### config.mk
export PLATFORM = sky130hd
export DESIGN_NAME = seg7_scan_mux
export DESIGN_NICKNAME = d
export VERILOG_FILES = /design/src/rtl/seg7_pkg.sv /design/src/rtl/bcd_to_seg7.sv /design/src/rtl/seg7_scan_mux.sv
export SDC_FILE = /design/constraint.sdc
export NUM_CORES = 1
export LEC_CHECK = 0
export CORE_UTILIZATION = 49
export CTS_BUF_LIST = sky130_fd_sc_hd__clkbuf_8 sky130_fd_sc_hd__clkbuf_16
export DETAILED_ROUTE_END_ITERATION = 7
export GPL_TIMING_DRIVEN = 0
export HOLD_SLACK_MARGIN = 0.08
export PLACE_DENSITY = 0.74
export SETUP_SLACK_MARGIN = 0.05
export SKIP_LAST_GASP = 1
export SLEW_MARGIN = 20
export SYNTH_ARGS = -nofsm -noshare
export SYNTH_HDL_FRONTEND = slang
export SYNTH_HIERARCHICAL = 1
export SYNTH_SLANG_ARGS = --single-unit
### constraint.sdc
create_clock -name clk -period 3.32 [get_ports clk]
set_input_delay 0.664 -clock clk [delete_from_list [all_inputs] [get_ports clk]]
set_output_delay 0.664 -clock clk [all_outputs]
set_load 0.005 [all_outputs]
### src/rtl/seg7_pkg.sv
// Shared constants for the 7-segment display stages: active-low segment
// decode table, blank/off patterns and the digit index map.
package seg7_pkg;

    localparam logic [7:0] SEG_BLANK  = 8'hFF;
    localparam logic [5:0] ENABLE_OFF = 6'h3F;

    localparam logic [2:0] DIG_SECS   = 3'd0;
    localparam logic [2:0] DIG_TSECS  = 3'd1;
    localparam logic [2:0] DIG_MINS   = 3'd2;
    localparam logic [2:0] DIG_TMINS  = 3'd3;
    localparam logic [2:0] DIG_HOURS  = 3'd4;
    localparam logic [2:0] DIG_THOURS = 3'd5;

    // Active-low a..g in bits 6:0, dp bit (7) off; codes A..F render blank.
    localparam logic [7:0] SEG_DECODE [16] = '{
        8'hC0, 8'hF9, 8'hA4, 8'hB0, 8'h99, 8'h92, 8'h82, 8'hF8,
        8'h80, 8'h90, 8'hFF, 8'hFF, 8'hFF, 8'hFF, 8'hFF, 8'hFF
    };

    function automatic logic [7:0] seg7_lookup(input logic [3:0] bcd);
        return SEG_DECODE[bcd];
    endfunction

endpackage

### src/rtl/bcd_to_seg7.sv
// Combinational BCD to active-low 7-segment decoder with a segment blank
// override (dp unaffected) and a decimal-point input.
module bcd_to_seg7
    import seg7_pkg::*;
(
    input  logic [3:0] bcd,
    input  logic       blank,
    input  logic       dp,
    output logic [7:0] seg
);

    logic [7:0] seg_base_s;

    // Look up the digit pattern, then apply blanking and the decimal point.
    always_comb begin
        seg_base_s = seg7_lookup(bcd);
        if (blank) begin
            seg[6:0] = 7'h7F;
        end else begin
            seg[6:0] = seg_base_s[6:0];
        end
        seg[7] = ~dp;
    end

endmodule

### src/rtl/seg7_scan_mux.sv
// Time-multiplexes six BCD time digits onto a common-anode display with a
// per-frame shadow latch, inter-digit blanking, leading-zero blanking and
// per-digit decimal points. Outputs are active-low and registered.
module seg7_scan_mux
    import seg7_pkg::*;
#(
    parameter int DIGIT_TICKS = 12000,
    parameter int BLANK_TICKS = 600
) (
    input  logic       clk,
    input  logic       rst,
    input  logic [3:0] seconds,
    input  logic [3:0] t_secs,
    input  logic [3:0] minutes,
    input  logic [3:0] t_mins,
    input  logic [3:0] hours,
    input  logic [3:0] t_hours,
    input  logic       lz_blank,
    input  logic [5:0] dp_en,
    output logic [7:0] SEG,
    output logic [5:0] ENABLE,
    output logic       frame_start
);

    localparam int TW = $clog2(DIGIT_TICKS);
    localparam logic [TW-1:0] TICK_LAST = TW'(DIGIT_TICKS - 1);

    logic [TW-1:0] tick_r;
    logic [2:0]    idx_r;
    logic [3:0]    shadow_dig_r [6];
    logic          shadow_lz_r;
    logic [5:0]    shadow_dp_r;
    logic [7:0]    seg_r;
    logic [5:0]    enable_r;
    logic          frame_start_r;

    logic          capture_s;
    logic          in_blank_s;
    logic [3:0]    live_dig_s [6];
    logic [3:0]    sel_dig_s [6];
    logic [3:0]    cur_dig_s;
    logic          cur_lz_s;
    logic [5:0]    cur_dp_s;
    logic          dp_sel_s;
    logic          lz_hit_s;
    logic [7:0]    dec_seg_s;

    assign capture_s = (tick_r == '0) && (idx_r == DIG_SECS);

    if (BLANK_TICKS == 0) begin : g_no_blank
        assign in_blank_s = 1'b0;
    end else begin : g_blank
        localparam logic [TW-1:0] BLANK_LIMIT = TW'(BLANK_TICKS);
        assign in_blank_s = (tick_r < BLANK_LIMIT);
    end

    // Gather the live inputs and pick live (capture cycle) or shadow values.
    always_comb begin
        live_dig_s[DIG_SECS]   = seconds;
        live_dig_s[DIG_TSECS]  = t_secs;
        live_dig_s[DIG_MINS]   = minutes;
        live_dig_s[DIG_TMINS]  = t_mins;
        live_dig_s[DIG_HOURS]  = hours;
        live_dig_s[DIG_THOURS] = t_hours;
        for (int i = 0; i < 6; i++) begin
            sel_dig_s[i] = capture_s ? live_dig_s[i] : shadow_dig_r[i];
        end
        if (capture_s) begin
            cur_lz_s = lz_blank;
            cur_dp_s = dp_en;
        end else begin
            cur_lz_s = shadow_lz_r;
            cur_dp_s = shadow_dp_r;
        end
    end

    // Select the digit value and decimal point for the slot being scanned.
    always_comb begin
        case (idx_r)
            3'd0:    begin cur_dig_s = sel_dig_s[0]; dp_sel_s = cur_dp_s[0]; end
            3'd1:    begin cur_dig_s = sel_dig_s[1]; dp_sel_s = cur_dp_s[1]; end
            3'd2:    begin cur_dig_s = sel_dig_s[2]; dp_sel_s = cur_dp_s[2]; end
            3'd3:    begin cur_dig_s = sel_dig_s[3]; dp_sel_s = cur_dp_s[3]; end
            3'd4:    begin cur_dig_s = sel_dig_s[4]; dp_sel_s = cur_dp_s[4]; end
            3'd5:    begin cur_dig_s = sel_dig_s[5]; dp_sel_s = cur_dp_s[5]; end
            default: begin cur_dig_s = 4'd0;         dp_sel_s = 1'b0;        end
        endcase
        lz_hit_s = (idx_r == DIG_THOURS) && cur_lz_s && (cur_dig_s == 4'd0);
    end

    bcd_to_seg7 u_dec (
        .bcd   (cur_dig_s),
        .blank (lz_hit_s),
        .dp    (dp_sel_s),
        .seg   (dec_seg_s)
    );

    // Free-running slot tick and digit index counters.
    always_ff @(posedge clk) begin
        if (rst) begin
            tick_r <= '0;
            idx_r  <= 3'd0;
        end else if (tick_r == TICK_LAST) begin
            tick_r <= '0;
            if (idx_r == DIG_THOURS) begin
                idx_r <= 3'd0;
            end else begin
                idx_r <= idx_r + 3'd1;
            end
        end else begin
            tick_r <= tick_r + 1'b1;
        end
    end

    // Shadow latch: take a consistent snapshot of all inputs once per frame.
    always_ff @(posedge clk) begin
        if (rst) begin
            for (int i = 0; i < 6; i++) begin
                shadow_dig_r[i] <= 4'd0;
            end
            shadow_lz_r <= 1'b0;
            shadow_dp_r <= 6'd0;
        end else if (capture_s) begin
            for (int i = 0; i < 6; i++) begin
                shadow_dig_r[i] <= live_dig_s[i];
            end
            shadow_lz_r <= lz_blank;
            shadow_dp_r <= dp_en;
        end else begin
            for (int i = 0; i < 6; i++) begin
                shadow_dig_r[i] <= shadow_dig_r[i];
            end
            shadow_lz_r <= shadow_lz_r;
            shadow_dp_r <= shadow_dp_r;
        end
    end

    // Output registers: blank phase turns everything off, ON phase drives one digit.
    always_ff @(posedge clk) begin
        if (rst) begin
            seg_r         <= SEG_BLANK;
            enable_r      <= ENABLE_OFF;
            frame_start_r <= 1'b0;
        end else begin
            frame_start_r <= capture_s;
            if (in_blank_s) begin
                seg_r    <= SEG_BLANK;
                enable_r <= ENABLE_OFF;
            end else begin
                seg_r    <= dec_seg_s;
                enable_r <= ~(6'b000001 << idx_r);
            end
        end
    end

    assign SEG         = seg_r;
    assign ENABLE      = enable_r;
    assign frame_start = frame_start_r;

endmodule

* Word level (Yosys, flattened, before mapping)
Memories as Yosys holds them, arrays and structs flattened. A register that Yosys moved wholly into a read port is not among the register bits. Index checks and enable logic that the tools add are counted.
Operators by class: add/sub/neg operators 2, order comparisons 1, equality and inequality tests 6, shift operators 1, mux-type cells 31, bitwise gates (word level) 15, reductions and logical operators 9
Operators by type and width (count):
- 4-bit two-way mux | 18
- 4-bit case mux with 6 select lines | 1
- 14-bit by 1-bit adder with 14-bit output (second input constant) | 1
- 14-bit == test (second input constant) | 1
- 14-bit logical NOT | 1
- 14-bit by 10-bit less-than comparator with 1-bit output (second input constant) | 1
- 1-bit bitwise OR | 12
- 1-bit two-way mux | 9
- 3-bit by 2-bit == test with 1-bit output (second input constant) | 2
- 3-bit == test (second input constant) | 2
- 6-bit two-way mux | 1
- 6-bit NOT | 1
- 1-bit case mux with 6 select lines | 1
- 1-bit by 3-bit << shifter with 6-bit output (first input constant) | 1
- 4-bit NOT with 5-bit output | 1
- 4-bit logical NOT | 1
- 2-bit OR reduction | 2
- 3-bit by 1-bit adder with 3-bit output (second input constant) | 1
- 3-bit by 1-bit == test with 1-bit output (second input constant) | 1
- 1-bit logical AND | 3
- 3-bit logical NOT | 1
- 3-bit two-way mux | 1
- 3-bit OR reduction | 1
- 1-bit NOT | 1
Storage, ports and cells: register bits 32, memory bits (writable) 24, ROM bits 128, output and inout bits 15, logic and storage cells 74, memories kept 2
Memories:
- (no name shown) | depth 16, width 8, read ports 1, clocked after Yosys merged registers in 1, wr ports 0, line seg7_pkg.sv:22 | return SEG_DECODE[bcd];
- shadow_dig_r | depth 6, width 4, read ports 6, clocked after Yosys merged registers in 0, wr ports 6, line seg7_scan_mux.sv:30 | logic [3:0] shadow_dig_r [6];

* Logic depth before layout (Yosys ltp)
word-level depth 7, depth in mapped cells 14, gate-level depth less buffers 13

* Modules after synthesis
Netlist, hierarchy kept.
By module, submodules not included:
- seg7_scan_mux | instances 1, cells an instance 264, area an instance 2836.5 sq um, seq. area each 1501.4 sq um
- bcd_to_seg7 | instances 1, cells an instance 36, area an instance 256.5 sq um, seq. area each 0.0 sq um

* Least setup slack after synthesis
OpenSTA, ideal clock, no wires.
kind reg-to-reg, start reg idx_r[2], end reg seg_r[0], in the netlist SEG[0], arrival time 2.852 ns, data required time 3.258 ns, setup slack 0.406 ns, stages on the path, launching flop included 14, path buffers 3, path through dfxtp_1 -> buf_2 -> buf_6 -> inv_1 -> ha_1 -> clkbuf_1 -> a21oi_1 -> o211ai_1 -> mux2_4 -> a221o_1 -> nor4_2 -> nor2_1 -> a21oi_2 -> nand2b_1
Between the ends: longest elaborated chain between the ends 7, elaborated cells on any way between the ends 20, classes of those cells eq/ne: 5; mux: 8; bitwise: 1; reduce/logical: 6
RTL lines:
- start: declaration | line seg7_scan_mux.sv:29 | logic [2:0] idx_r;
- start signal: assignment | line seg7_scan_mux.sv:108 | idx_r <= idx_r + 3'd1;
- 3-bit logical NOT | line seg7_scan_mux.sv:48, seg7_scan_mux.sv:79
- 1-bit logical AND | line seg7_scan_mux.sv:48 | assign capture_s = (tick_r == '0) && (idx_r == DIG_SECS);
- 4-bit two-way mux | line seg7_scan_mux.sv:66 | sel_dig_s[i] = capture_s ? live_dig_s[i] : shadow_dig_r[i];
- 4-bit case mux with 6 select lines (*) | line seg7_scan_mux.sv:79 | case (idx_r)
- net cur_dig_s[2] | line seg7_scan_mux.sv:41 | logic [3:0] cur_dig_s;
- 4-bit logical NOT (*) | line seg7_scan_mux.sv:88 | lz_hit_s = (idx_r == DIG_THOURS) && cur_lz_s && (cur_dig_s == 4'd0);
- 1-bit logical AND (*) | line seg7_scan_mux.sv:88
- net lz_hit_s | line seg7_scan_mux.sv:45 | logic lz_hit_s;
- 3-bit OR reduction (no line) (*)
- end: declaration | line seg7_scan_mux.sv:33 | logic [7:0] seg_r;
The timed path passes the listed nets; every way through them passes the cells marked *. A chain may end at the register's enable or synchronous reset.

* Worst setup path in the final report
start reg idx_r[1], end reg seg_r[0], in the netlist SEG[0]
Between the ends: longest elaborated chain between the ends 7, elaborated cells on any way between the ends 20, classes of those cells eq/ne: 5; mux: 8; bitwise: 1; reduce/logical: 6
RTL lines (line):
- 3-bit logical NOT | seg7_scan_mux.sv:48, seg7_scan_mux.sv:79
- 1-bit logical AND | seg7_scan_mux.sv:48
- 4-bit two-way mux | seg7_scan_mux.sv:66
- 4-bit case mux with 6 select lines (*) | seg7_scan_mux.sv:79
- net cur_dig_s[3] | seg7_scan_mux.sv:41
- 4-bit logical NOT | seg7_scan_mux.sv:88
- 1-bit logical AND | seg7_scan_mux.sv:88
- 3-bit OR reduction (no line)
Marked as above.

==> results.json <==
{
  "rows": 28,
  "drt_iter0_drc": 133,
  "skew_ns": 0.0159,
  "hp-class": "reg2reg",
  "rsz0062_at_grt": "false",
  "slowest_delay_ns": 0.84,
  "finalSetupViolCount": 0,
  "dieArea_um2": 6630,
  "power_leakage_nw": 1.50,
  "yosysWarnings": 6,
  "hpwlAfterDp_um": 4530,
  "critical_path_buf_inv_count": 2,
  "grt_pass1_wl_um": 10500,
  "core_um2": 5990,
  "final_cell_mix": "clkdlybuf4s50_1, dfxtp_1, nor2_1",
  "final_max_slew_viol_count": 0,
  "port_buffers": 46,
  "syn_area_um2": 3090,
  "drive_above_1_share_pct": 14.0,
  "max-cap-violations": 0,
  "async_flop_share_pct": 0,
  "gr-total-overflow": 0,
  "worstSkewPairLatency_ns": 0.34,
  "synthCells": 300,
  "setup_tns_ns": 0,
  "grt_start_max_net_pins": 25,
  "synth_cell_type_count": 56,
  "hold_viol": 0,
  "grt_usage_pct": 21.5,
  "place_inst": 421,
  "synth-seq-cells": 63,
  "antenna_found_initial": 0,
  "fill_cells": 486,
  "fmax_mhz": 331,
  "cellPowerDensity_nw_per_um2": 477,
  "total_power_w": 0.00185,
  "start_util_pct": 51.6,
  "critPathLaunchType": "flop",
  "end_kind": "flop",
  "post_drt_wl_per_cell_um": 14.4,
  "cts_root_buffer": "clkbuf_8",
  "layout-area-overhead-vs-synth_pct": 25.5,
  "crit_chain": "buf_4, nor3b_1, a221oi_1, and3_2, a21oi_1, buf_6, nor3b_2, nor2b_4, a21oi_2, nand2b_1",
  "clk_path_buf_depth": 2,
  "path_clk_slew_ns": 0.06,
  "drc_errors": 0,
  "vias": 2349,
  "diodes": 0,
  "ctsHtreeMaxLevel": 3,
  "cp_slowest_cell": "nor3b_1",
  "ys_seq_area_share_pct": 48.5,
  "yosys-top-cells-area": "dfxtp_1, edfxtp_1, nor2b_1, nor2_1, mux2i_1",
  "syn_avg_cell_area_um2": 10.3,
  "worst-endpoint-required_ns": 3.53,
  "yosysTopAreaCellShare_pct": 25.2,
  "ir_worst_vdd_mv": 0.309,
  "cts_hold_buf": 0,
  "first_global_vias": 2201,
  "synth-main-ff-cell": "dfxtp_1",
  "period_share_pct": 91.1,
  "die_w_um": 81.5,
  "crit_arrival_ns": 3.23,
  "gp_congestion": 0.809,
  "crit_type": "reg2reg",
  "synth_top_cell_by_area": "dfxtp_1",
  "relSlewSlack_pct": 31.1,
  "cts_tree": "yes",
  "ios": 48,
  "detail-route-antenna-nets": 0,
  "synth_fp_nets": 341,
  "clock_sinks": 63,
  "viasPerCell": 5.35,
  "fin_crit_ns": 3.02,
  "outcome": "complete, no violations",
  "crit_fanout": 10,
  "fp.dieH_um": 81.5,
  "synth_edf_count": 24,
  "final_nets": 400,
  "critPathTopFamily": "simple AND/OR/NAND/NOR gates",
  "instances_no_fill": 439,
  "layout_commonest_cell": "clkdlybuf4s50_1",
  "detail_route.wirelength_um": 6300,
  "worst_pin_slew_ns": 1.03,
  "cts_made_buffers": 9,
  "firstDrtPassIters": 4
}
-- per-layer routing --
metal	wire length (um)	track usage (%)
met1	2980	29.6
met2	2880	31.4
met3	333	4.33
met4	110	11.8
met5	0	0
-- path summary, 6_finish.rpt --
| kind | start | to | slack [ns] | cells after the start |
|---|---|---|---|---|
| worst max register to register | idx_r[1] | SEG[0] | 0.30 | 10 |
| worst min-delay path | tick_r[0] | tick_r[0] | 0.47 | 1 |
| worst max-delay path | idx_r[1] | SEG[0] | 0.30 | 10 |
| worst min register to register | tick_r[0] | tick_r[0] | 0.47 | 1 |
-- area by class of cell --
cell class | instances | area, um^2 | share of cell area [%]
Sequential cell | 63 | 1500 | 38.7
Multi-Input combinational cell | 206 | 1420 | 36.5
Timing Repair Buffer | 49 | 483 | 12.4
Buffer | 20 | 145 | 3.74
Clock buffer | 9 | 124 | 3.19
Tap cell | 75 | 93.8 | 2.42
Clock inverter | 7 | 81.3 | 2.09
Inverter | 10 | 37.5 | 0.967
-- cells by family after synthesis --
group                      after synthesis  share of synthesized area (%)
adders and majority gates                8                           3.24
xor gates and xnor gates                13                           3.68
AOI/OAI and AO/OA                       45                           10.1
buffers and inverters                   31                           6.03
and+or+nand+nor                        125                           23.3
muxes                                   15                           5.14
DFF                                     63                           48.5
-- timing repair --
item	in CTS	in global routing
setup endpoints to repair	7	7
gates resized for setup	1	1
buffers inserted	3	0
pin swaps	2	0
-- synth_stat cells, drive strengths merged (4+ instances only) --
cell type  count
nand3          5
nand4          5
ha             8
o21ai          9
buf           14
mux2i         11
nor3           6
nor2          33
clkbuf         7
and2           5
a21oi         14
xnor2          8
nand2b        10
edfxtp        24
nor2b         25
nand2         17
dfxtp         39
mux2           4
xor2           5
inv           10
-- flip-flops by register name, indices dropped and copies added (netlist names) --
register      flops
ENABLE            6
shadow_dig_r     24
frame_start       1
SEG               8
shadow_lz_r       1
idx_r             3
shadow_dp_r       6
tick_r           14
-- power by group --
group / internal, W / switching (W) / total [W] / leakage [nW]
clock network: 0.000412 / 0.000287 / 0.000699 / 0.113
logic: 0.000143 / 0.000140 / 0.000283 / 0.806
registers: 0.000856 / 0.0000150 / 0.000871 / 0.577
total: 0.00141 / 0.000441 / 0.00185 / 1.50
-- metrics by stage --
| stage | setup slack [ns] | util, % | hold WS [ns] | instance area, um^2 |
|---|---|---|---|---|
| finish | 0.297 | 64.8 | 0.470 | 3880 |
| global route | 0.0676 | 64.8 | 0.494 | 3880 |
| CTS | 0.107 | 64.8 | 0.479 | 3880 |
| detailed placement | -0.259 | 60.9 | 0.465 | 3650 |
| global placement | -0.189 | 60.9 | 0.443 | 3650 |
| floorplan | 0.406 | - | 0.430 | 3090 |
(Power assumes the default switching activity.)
==> variant 1: new RTL, same flow settings <==
Register the output `SEG` once more; this adds one clock of latency there. The other outputs are not delayed to match.
--- a/src/rtl/seg7_scan_mux.sv
+++ b/src/rtl/seg7_scan_mux.sv
@@ -153,7 +153,9 @@
         end
     end
 
-    assign SEG         = seg_r;
+    always_ff @(posedge clk) begin
+        SEG <= seg_r;
+    end
     assign ENABLE      = enable_r;
     assign frame_start = frame_start_r;
 
Behaviour: not the same (Yosys sat finds a counterexample within 4 cycles, from zero or initial values and one cycle with rst high).
==> variant 1 against the unedited design <==
Total power rose by 9.6%. Critical path depth rose by 1. Routed wire length fell by 2.1%. Synthesized area rose by 2.5%. Worst setup slack improved by 0.050 ns. Cell count fell by 1.1%. Sequential share of layout area rose by 3.0 points. Global-route usage fell by 0.87 points. Design area rose by 2.6%. Sequential cell count rose by 8. Critical path type unchanged. Largest cell class unchanged.
==> variant 1: results (changes against the unedited design) <==
gp_congestion: 0.873  # +7.9%
hpwl_um: 4470  # -1.2%
synth_common_cells: "dfxtp_1, nor2_1, nor2b_1"
synth_fa_ha_area_share_pct: 3.16  # -0.080 points
wl_um: 6170  # -2.1%
r2r_cells: 11  # +1
status: "finished clean"
cts_setup_buffers: 0  # -3
finalNetCount: 395  # -1.3%
placed_cells: 420  # -0.24%
globalRouteMet2Util_pct: 35.3  # +3.9 points
layout-drive-gt1-share_pct: 11.1  # -2.9 points
path_delay_family: "compound AO/OA/AOI/OAI gates"
whs_endpoint: "SEG[6]"
synth-compound-area-share_pct: 9.55  # -0.53 points
post-place-ws_ns: -0.304  # -0.0456 ns
synth.area.top_cells: "dfxtp_1, edfxtp_1, nor2b_1"
slowest_delay_ns: 0.45  # -0.39 ns
finClkSkew_ns: 0.00779  # -0.00810 ns
synthCells: 298  # -0.67%
avgRoutedWirePerCell_um: 14.2  # -0.98%
netlist-cell-type-count: 47  # -16%
p_leak_uw: 0.00154  # +2.6%
whs_ns: 0.327  # -0.143 ns
grt_usage_pct: 20.6  # -0.87 points
grt_pass1_vias: 2241  # +1.8%
vias: 2310  # -1.7%
ys_seq_area_share_pct: 52.4  # +3.8 points
synth_nets: 339  # -0.59%
use_met1_pct: 24.5  # -5.1 points
peakVddDrop_uv: 346  # +12%
maxSlewHeadroom_pct: 59.6  # +29 points
portBuffers: 47  # +2.2%
## variant 1: cell count changes in the layout (fill, tap and decap cells not counted), moves of 4 or more
cell | unedited run | this run
buf_4 | 9 | 0
dfxtp_1 | 39 | 47
nand3_1 | 5 | 11
xnor2_1 | 8 | 3
xor2_1 | 5 | 10
nand2_1 | 16 | 12
## variant 1: per-layer routing
layer  up-vias  part of all wire, %  routed length [um]
met1      1091                   45                2760
met2        62                   49                3040
met4         0                  1.4                  85
met3         9                  4.5                 280
li1       1148                    -                   -
met5         -                    0                   0
## variant 1: cell type report
type	instances	area, um^2	share of cell area (%)
buffer	14	93.8	2.36
clock buffer	11	163	4.08
clock inverter	5	77.6	1.95
inverter	10	37.5	0.943
multi-input combinational	201	1390	34.8
sequential	71	1660	41.7
tap	75	93.8	2.36
timing repair buffer	47	470	11.8
## variant 1: what timing repair did
item,4_1_cts,5_1_grt
endpoints found under the setup margin,7,6
hold buffers,0,0
gates resized for setup,1,1
pin swaps,0,1
## variant 1: kinds of logic (layout without fill, tap and decap cells)
family	after synthesis	count (layout)
simple gates	118	118
flops	71	71
compound gates	46	46
buf+inv	26	87
mux	16	16
xor+xnor	13	13
fa+ha+maj	8	8
## variant 1: how the worst max path moves through the flow
stage	to	slack, ns	depth (start not counted)
floorplan	seg_r[0]	0.45	12
global placement	seg_r[0]	-0.29	12
detailed placement	seg_r[0]	-0.30	12
CTS	seg_r[0]	0.19	11
global route	seg_r[0]	0.18	10
finish	seg_r[1]	0.35	11
## variant 1: where the power goes
| group | switching (uW) | internal, uW |
|---|---|---|
| logic | 128 | 138 |
| registers | 17.7 | 951 |
| clock network | 309 | 487 |
## variant 1: metrics by stage
stage / cell area [um^2] / total power (uW)
2_1_floorplan: 3170 / 1160
3_3_place_gp: 3740 / 1240
3_5_place_dp: 3740 / 1250
4_1_cts: 3980 / 2050
5_1_grt: 3980 / 2120
6_report: 3980 / 2030
==> variant 2: new RTL, config.mk and constraints unchanged <==
Without the edit above. Set the parameter `BLANK_TICKS` to 300 (it was 600).
--- a/src/rtl/seg7_scan_mux.sv
+++ b/src/rtl/seg7_scan_mux.sv
@@ -5,7 +5,7 @@
     import seg7_pkg::*;
 #(
     parameter int DIGIT_TICKS = 12000,
-    parameter int BLANK_TICKS = 600
+    parameter int BLANK_TICKS = 300
 ) (
     input  logic       clk,
     input  logic       rst,
Formal check against the unedited RTL: no difference found for any inputs over 10 cycles, from zero or initial values and one cycle with rst high; that may be too few to reach the edited logic, so the function may still have changed.
==> variant 2 against the unedited design <==
Sequential cell count stayed put. Core utilization is 0.77 points higher. Routed wire length is 6.3% higher. Total power is 2.8% higher. Design area is 1.2% higher. Worst setup slack worse by 0.087 ns. Critical path type unchanged. Die area hardly changed. Synthesized area hardly changed. Sequential share of layout area is 0.42 points lower. Highest routed layer unchanged. Cell count is 1.1% higher.
==> variant 2: results (changes against the unedited design) <==
netlist-cell-type-count: 56  # unchanged
synth_common_cells: "dfxtp_1, nor2_1, edfxtp_1"
grt_start_max_net_pins: 25  # unchanged
p_leak_uw: 0.00152  # +1.6%
grt_first_pass_wirelength_um: 10900  # +3.3%
insertedDiodeCount: 0  # unchanged
drt-initial-drc-count: 148  # +11%
clk_latency_ns: 0.34  # about the same
numCtsBuffers: 9  # unchanged
finalHoldViolCount: 0  # unchanged
synth_nets: 347  # +1.8%
wl_um: 6700  # +6.3%
maxSlewHeadroom_pct: 60.9  # +30 points
finClkSkew_ns: 0.0124  # -0.00354 ns
hold_path_class: "reg2reg"
drtPass1Iterations: 4  # unchanged
p_sw_uw: 472  # +6.8%
nFillCells: 484  # -0.41%
clk_pin_slew_ns: 0.07
initial_core_util_pct: 51.6  # about the same
cts_setup_buffers: 0  # -3
hpwl_um: 4740  # +4.6%
htree_num_levels: 3  # unchanged
synth.area.top_cells: "dfxtp_1, edfxtp_1, nor2b_1"
finalNetCount: 405  # +1.3%
seq_power_share_pct: 45.9  # -1.1 points
cts_resized: 6  # +5
power.share.clock_pct: 39.0  # +1.3 points
portBuffers: 47  # +2.2%
status: "finished clean"
grt_pass1_vias: 2223  # +1.0%
cp.arrival_ns: 3.32  # +0.09 ns
max_flop_register: "shadow_dig_r"
ys.flop_type: "dfxtp_1"
ys_seq_area_share_pct: 48.5  # about the same
dpl_cell_area_mm2: 0.00366  # +0.31%
largest_reg_flops: 24  # unchanged
synth_edf_count: 24  # unchanged
drt-vias-per-instance: 5.37  # +0.35%
layout-drive-gt1-share_pct: 13.6  # -0.46 points
grt_usage_pct: 22.4  # +0.96 points
core_area_mm2: 0.00599  # unchanged
clockBufferDepth: 2  # unchanged
gp_congestion: 0.826  # +2.0%
yosys_warnings: 6  # unchanged
peakVddDrop_uv: 280  # -9.4%
critPathMaxFanout: 10  # unchanged
min_delay_path_depth: 1  # unchanged
antenna_found_initial: 0  # unchanged
clockRootBuffer: "clkbuf_8"
r2r_cells: 13  # +3
async_reset_ff_share_pct: 0  # unchanged
## variant 2: cell type report
type,count,area share (%)
Buffer,16,2.55
Clock buffer,12,4.49
Clock inverter,4,1.24
Inverter,10,0.955
Multi-Input combinational cell,215,37.8
Sequential cell,63,38.2
Tap cell,75,2.39
Timing Repair Buffer,49,12.4
## variant 2: worst paths after layout
| check | start | end | slack, ns |
|---|---|---|---|
| max | idx_r[2] | SEG[1] | 0.21 |
| min | tick_r[0] | tick_r[0] | 0.49 |
| min reg2reg | tick_r[0] | tick_r[0] | 0.49 |
| max reg2reg | idx_r[2] | SEG[1] | 0.21 |
## variant 2: worst max-delay path, cell delays in order (launching register included)
cell	delay [ns]
dfxtp_1	0.32
buf_2	0.24
clkbuf_4	0.26
inv_1	0.15
ha_1	0.24
a21o_1	0.18
a221o_1	0.27
nor4b_1	0.41
a21oi_2	0.15
inv_1	0.14
ha_1	0.26
a21oi_1	0.17
o21bai_1	0.07
nand2b_1	0.14
## variant 2: cell families after synthesis
logic type	after synthesis	share of synthesized area [%]
fa+ha+maj	8	3.24
simple gates	133	25.8
compound gates	49	10.4
xor+xnor	13	3.68
mux	12	3.92
buf+inv	28	4.45
flops	63	48.5
## variant 2: stage by stage
step	worst slack [ns]	utilization (%)	total power, uW	cells	hold slack, ns
floorplan	0.270	-	1080	306	0.437
global placement	-0.452	61.1	1160	428	0.460
detailed placement	-0.504	61.1	1170	428	0.469
CTS	0.00682	65.1	1910	444	0.487
global route	0.0754	65.6	1990	444	0.517
finish	0.210	65.6	1900	444	0.485
## variant 2: per-layer routing
layer / track usage, % / up-vias / routed length, um
met5: 0 / - / 0
met4: 8.04 / 0 / 66
met3: 5.89 / 7 / 326
met2: 33.8 / 77 / 3190
met1: 30.8 / 1117 / 3120
li1: - / 1183 / -
